## config.mk

```make
export PLATFORM = sky130hd
export DESIGN_NAME = song_fetcher
export DESIGN_NICKNAME = d
export VERILOG_FILES = /design/src/rtl/sequencer_pkg.sv /design/src/rtl/song_fetcher.sv
export SDC_FILE = /design/constraint.sdc
export NUM_CORES = 1
export LEC_CHECK = 0
export CORE_ASPECT_RATIO = 0.75
export CORE_MARGIN = 2
export CORE_UTILIZATION = 48
export CTS_CLUSTER_SIZE = 12
export DETAILED_ROUTE_END_ITERATION = 12
export PLACE_DENSITY = 0.83
export SETUP_SLACK_MARGIN = 0.4
export SLEW_MARGIN = 20
export SYNTH_ARGS = -nofsm -noshare
export SYNTH_HDL_FRONTEND = slang
export SYNTH_SLANG_ARGS = --single-unit
```

## constraint.sdc

```tcl
create_clock -name clk -period 4.46 [get_ports clk]
set_input_delay 0.446 -clock clk [delete_from_list [all_inputs] [get_ports clk]]
set_output_delay 0.446 -clock clk [all_outputs]
set_load 0.05 [all_outputs]
```

## src/rtl/sequencer_pkg.sv

```systemverilog
// sequencer_pkg: command word layout and fetcher state encoding shared with the music sequencer.
package sequencer_pkg;
  localparam int CMD_W = 12;
  localparam int CMD_DELAY_BIT = 11;
  localparam int CMD_START_BIT = 10;
  localparam int NOTE_W = 7;
  localparam int DUR_W = 11;
  localparam logic [CMD_W-1:0] CMD_SILENCE = 12'h000;
  localparam logic [CMD_W-1:0] END_CMD = 12'h800;
  typedef enum logic [2:0] {
    IDLE   = 3'd0,
    FETCH  = 3'd1,
    DECODE = 3'd2,
    NEXT   = 3'd3,
    ARM    = 3'd4,
    WAIT   = 3'd5,
    DONE   = 3'd6
  } fetch_state_t;
endpackage

```

## src/rtl/song_fetcher.sv

```systemverilog
// song_fetcher: walks a synchronous song ROM and paces commands into the sequencer.
// Define SONG_LOOP_EN to restart at address 0 on the end marker instead of stopping in DONE.
module song_fetcher
  import sequencer_pkg::*;
#(
  parameter int ADDR_W = 8,
  parameter int ARM_CYCLES = 2
) (
  input  logic              clk,
  input  logic              rst_n,
  input  logic              play,
  output logic [ADDR_W-1:0] rom_addr,
  input  logic [CMD_W-1:0]  rom_data,
  input  logic              busy,
  output logic [CMD_W-1:0]  command,
  output logic              running,
  output logic              done
);
  localparam int CW = $clog2(ARM_CYCLES) + 1;
  localparam logic [CW-1:0] ARM_LAST = CW'(ARM_CYCLES - 1);
  fetch_state_t      r_state;
  logic [ADDR_W-1:0] r_addr;
  logic [CMD_W-1:0]  r_cmd;
  logic [CW-1:0]     r_cnt;
  always_ff @(posedge clk or negedge rst_n)
    if (!rst_n) begin
      r_state <= IDLE;
      r_addr  <= '0;
      r_cmd   <= CMD_SILENCE;
      r_cnt   <= '0;
    end else begin
      case (r_state)
        IDLE: if (play) r_state <= FETCH;
        FETCH: r_state <= DECODE;
        DECODE:
          if (rom_data == END_CMD) begin
`ifdef SONG_LOOP_EN
            r_addr  <= '0;
            r_state <= NEXT;
`else
            r_cmd   <= CMD_SILENCE;
            r_state <= DONE;
`endif
          end else if (rom_data[CMD_DELAY_BIT]) begin
            r_cmd   <= rom_data;
            r_cnt   <= '0;
            r_state <= ARM;
          end else begin
            r_cmd   <= rom_data;
            r_addr  <= r_addr + 1'b1;
            r_state <= NEXT;
          end
        NEXT:
          if (play) r_state <= FETCH;
          else begin
            r_cmd   <= CMD_SILENCE;
            r_state <= IDLE;
          end
        // a delay the sequencer never acknowledges is treated as already finished
        ARM:
          if (busy) r_state <= WAIT;
          else if (r_cnt == ARM_LAST) begin
            r_addr  <= r_addr + 1'b1;
            r_state <= NEXT;
          end else r_cnt <= r_cnt + 1'b1;
        WAIT:
          if (!busy) begin
            r_addr  <= r_addr + 1'b1;
            r_state <= NEXT;
          end
        default: r_state <= r_state;
      endcase
    end
  assign rom_addr = r_addr;
  assign command  = r_cmd;
  assign running  = (r_state == IDLE || r_state == DONE) ? 1'b0 : 1'b1;
  assign done     = (r_state == DONE);
endmodule
```

### Word level (Yosys, flattened, before mapping)

Index checks and enable logic that the tools add are counted.

* add/sub/neg operators: 2
* equality and inequality tests: 18
* multiplexer cells: 23
* reductions and logical operators: 10

Operators by type and width (count)
* 8-bit 2-to-1 mux: 5
* 12-bit 2-to-1 mux: 2
* 12-bit case mux with 2 select lines: 1
* 8-bit case mux with 3 select lines: 1
* 3-bit 2-to-1 mux: 6
* 2-bit inequality test (second input constant): 9
* 3-bit case mux with 6 select lines: 1
* 12-bit == test (second input constant): 1
* 3-bit == test (second input constant): 3
* 8-bit by 1-bit adder with 8-bit output (second input constant): 1
* 2-bit 2-to-1 mux: 4
* 3-bit by 2-bit == test with 1-bit output (second input constant): 2
* 6-bit AND reduction: 1
* 6-bit nonzero test: 1
* 5-bit AND reduction: 1
* 2-bit case mux with 2 select lines: 1
* 4-bit AND reduction: 1
* 2-bit nonzero test: 2
* 3-bit by 1-bit == test with 1-bit output (second input constant): 1
* 3-bit zero test: 1
* 3-bit inequality test (second input constant): 1
* 3-bit nonzero test: 1
* 2-bit by 1-bit adder with 2-bit output (second input constant): 1
* 2-bit by 1-bit == test with 1-bit output (second input constant): 1
* 3 further kinds: 4

* register bits after elaboration: 25
* input bits: 16
* output and inout port bits: 22
* logic and storage cells: 57

### Depth between registers and ports, before layout

* depth after elaboration: 4
* depth in mapped cells: 6
* mapped depth without buffers: 6

### Worst setup path after synthesis

No wires, ideal clock.

* path kind: reg2out
* start point: register r_state[1]
* end point: output port running
* data arrival time: 1.300 ns
* data required time: 4.014 ns
* slack: 2.714 ns
* cell stages (with the launch flop): 4
* buffers on the path: 1
* cells stage by stage: dfrtp_1 clkbuf_1 nor2b_1 or3_1

* cells in the longest elaborated chain, start to end: 3
* elaborated cells between the ends (all ways): 4
* classes of those cells: 1 x eq/ne; 1 x mux; 2 x reduce/logical

RTL lines
* start, declared: line song_fetcher.sv:21 `fetch_state_t r_state;`
* start signal, assigned: line song_fetcher.sv:71 `default: r_state <= r_state;`
* 3-bit == test / 3-bit zero test (equally long branches): line song_fetcher.sv:76 `assign running = (r_state == IDLE || r_state == DONE) ? 1'b0 : 1'b1;`
* 1-bit logical OR (*): line song_fetcher.sv:76
* 1-bit 2-to-1 mux (*): line song_fetcher.sv:76
* end, declared: line song_fetcher.sv:16 `output logic running,`

Every way passes the cells marked *; elsewhere a longest branch is shown, timed or not.

### Final worst setup path

Same ends and word-level chain as after synthesis.

==> results list <==
- In this run the core area contains 15 standard-cell rows.
* Antenna Nets Post-Route: 0
- Setup violations remaining at the end of the flow were counted as 0.
* Achievable clock frequency: 382 MHz
* Switching share of power: 48.6%
- Transition time at the pin with the least slew margin: 0.557 ns
* Min Tclk post-route: 2.62 ns
- Port-buffer cells: 37
- The area growth from synthesis to layout is 35.6%.
- Area of the multi-input gates: 502 um^2
* Share of the clock period used by the worst path: about three fifths
- Per report_power, the sequential group accounts for between 30% and 40% of the total.
- The number of setup buffers added after CTS is 0.
* Maximum buffer depth of the clock tree: 2
- Critical Path, Cell by Cell: nor2b_1 -> or3_1 -> clkdlybuf4s50_1
* Final core area utilization: 68.9%
- Placed Cells: 173
- In the routed design, unresolved DRC markers number 0.
- Fraction of final layout cells with drive strength greater than 1: 6.29%
- The worst pin sits at a relative slew slack of about 63%.
- Total I/O pin count: 38
- The number of antenna violations at the first check in global routing came to 0.
- Counting flops with a built-in enable in the synthesized netlist gives 0.
* Number of antenna cells inserted: 0
- The number of failing hold endpoints at the final stage came to 0.
* Total power per unit cell area: 735 nW/um^2
- Chip width: between 60 and 70 um
- Combinational cell fraction of total power: between 50% and 60%
* Number of pins with negative max-slew slack in the final report: 0
- At the worst endpoint, the required time is between 4 and 5 ns.
- STA classifies the critical path endpoint as a primary output.
- For the final routed database, the setup TNS stands at 0 ns.
* Total routed wirelength: 2620 um
* First-pass detailed-route iteration total: 4
- Post-layout nets: 162
* CORE AREA: 2310 um^2
- The share of the Yosys chip area taken by registers is 53.3%.
* Gate count of the mapped netlist: 106
* Predominant post-synthesis flop cell: dfrtp_1
- Clock latency reported for the late side of the worst-skew pair: 0.31 ns
* Setup ws final: 1.84 ns
- Across the run, the number of max-cap violations was 0.
- Total gr overflow: 0
- STA classifies the critical path startpoint as a flip-flop.
* Largest stage delay on the critical path: 0.81 ns
- Once the floorplan was initialized, standard cells occupied approximately 51% of the core.
* Via count of the first global-routing pass: slightly below 900
- The flow ran to the end, and the final reports show no timing, DRC or antenna violations.
* Area contributors post-synth: dfrtp_1, a22o_1, xnor2_1
- The detailed router finished its first iteration with 30 violations.
* GRT Overall Usage: between 20% and 30%
- The cell area that synthesis handed to floorplanning was 1170 um^2.
- For this design, the slowest cell found on the critical path is clkdlybuf4s50_1.
* Average vias per placed instance: 5.38
- The congestion estimate from routability-driven global placement came to slightly below 0.9.
- Largest net degree at the start of global routing: 26
* Total Die Area: approximately 2900 um^2
* Average routed wire per standard cell: between 10 and 15 um
* Warnings from Yosys: 0
- Clock tree root buffer cell: clkbuf_4
- Crit path depth: 3
- Measured along the y axis, the die boundary spans 46.8 um.
- Number of buffers inserted by hold repair at cts: 0
- Number of unique standard cell types used by synthesis: 33
* Leading post-synthesis cells by instance count: dfrtp_1, a22o_1, nand2_1
- Across all layers, the routed design uses approximately 950 vias.
- For this design the static power due to leakage is 0.681 nW.
- Final total power: 1.17 mW
* Total of cells resized after clock tree synthesis: 0
- Largest clock skew in the final design: 0.00209 ns
* Total CTS buffers: 3
- Cell accounting for the most synthesized area: dfrtp_1
- Async set-or-reset flop fraction in the synthesized netlist: between 90% and 100%
- TritonCTS built the clock tree.
* Critical path's top delay family: buffers and inverters
- Clock edge transition at the registers on the reported setup and hold paths: 0.12 ns
- Non-Filler Instances: 177
- Clock Power Share: 8.3%
- CP arrival: 2.17 ns
* Most frequently used cell type in the post-synthesis netlist: dfrtp_1
* Number of filler cells placed in the layout: 175
- Worst IR Drop VDD: 0.381 mV
- In this run the power spent charging and discharging nets is 0.568 mW.
* Global-route wire length before repair: 4240 um
- Crit path buf inv count: 1
* Tightest Hold Check Type: in2async
* Internal power contribution: approximately 0.6 mW
- Kind of critical path: reg2out
- Setup repair after global routing left no endpoint under its margin.
- Flip-flop and latch count after synthesis: 25
- Largest driver fanout on the critical path: 16
- Summed over its instances, the top area cell type makes up between 50% and 60% of the synthesized netlist area.
- Counting cells, the worst reg-to-reg path comes to 4.
* Total number of clock tree sinks: 25
- In the final layout, flip-flops and latches occupy 626 um^2.
* Post-placement setup slack: 2.21 ns
* H-tree level count: 1
- The wire-length estimate of the detail-placed layout is between 1500 and 2000 um.
- Average instance area after synthesis: 11.1 um^2
- Synthesis produced a netlist with a net count of 124.
## power by group through the flow
| stage | Clock (mW) | Sequential (mW) | Combinational [mW] |
|---|---|---|---|
| 2_1_floorplan | 0 | 0.581 | 0.282 |
| 3_5_place_dp | 0 | 0.409 | 0.667 |
| 5_1_grt | 0.113 | 0.421 | 0.713 |
| 6_report | 0.0977 | 0.405 | 0.667 |
| 4_1_cts | 0.101 | 0.403 | 0.671 |
| 3_3_place_gp | 0 | 0.400 | 0.653 |
## path summary, 6_finish.rpt
kind | startpoint | to | slack, ns
max | r_state[1]$_DFFE_PN0P_ | running | 1.84
min | rst_n | rom_addr[6]$_DFFE_PN0P_ | 0.10
max reg2reg | r_state[1]$_DFFE_PN0P_ | rom_addr[6]$_DFFE_PN0P_ | 2.64
min reg2reg | rom_addr[7]$_DFFE_PN0P_ | rom_addr[7]$_DFFE_PN0P_ | 0.48
max in group asynchronous | rst_n | command[9]$_DFFE_PN0P_ | 3.99
min in group clk | rom_addr[7]$_DFFE_PN0P_ | rom_addr[7]$_DFFE_PN0P_ | 0.48
## final cells by class
class,count,share of cell area [%]
clock buffers,4,1.65
well taps,34,2.67
flip-flops and latches,25,39.3
multi-input cells,70,31.5
repair buffers,38,23.4
inverters,6,1.42
## state kept, by name, indices dropped and copies added, names as in the netlist
name / count
command: 12
rom_addr: 8
r_state: 3
r_cnt: 2
## cell usage in the layout, fill, tap and decap left out, drive strengths merged, types with 4 or more instances in the layout
master and instances:
o21ai 5, nand2 10, clkdlybuf4s50 36, clkbuf 4, dfrtp 25, inv 6, xnor2 6, a22o 12
## per-stage QoR
stage / hold WS (ns) / cell area (um^2)
3_5_place_dp: 0.468 / 1570
3_3_place_gp: 0.459 / 1570
5_1_grt: 0.127 / 1590
4_1_cts: 0.485 / 1600
6_report: 0.104 / 1590
2_1_floorplan: 0.150 / 1170
## metal layers
metal  global-route usage [%]  up-vias  routed length, um
met5                        0        -                  0
met4                     5.65        0                 29
met3                     4.96        4                 97
met2                     31.5       23               1300
met1                     28.9      463               1190
li1                         -      462                  -
## kinds of logic after synthesis
logic type / Yosys count / synth area share, %
XOR/XNOR: 7 / 5.22
multiplexers: 1 / 0.959
flip-flops: 25 / 53.3
AO/OA/AOI/OAI: 27 / 18.3
AND/OR/NAND/NOR: 33 / 16.1
buffers and inverters: 11 / 3.94
adder cells (fa/ha/maj): 2 / 2.13
No activity file was read; power rests on OpenSTA's default activity.
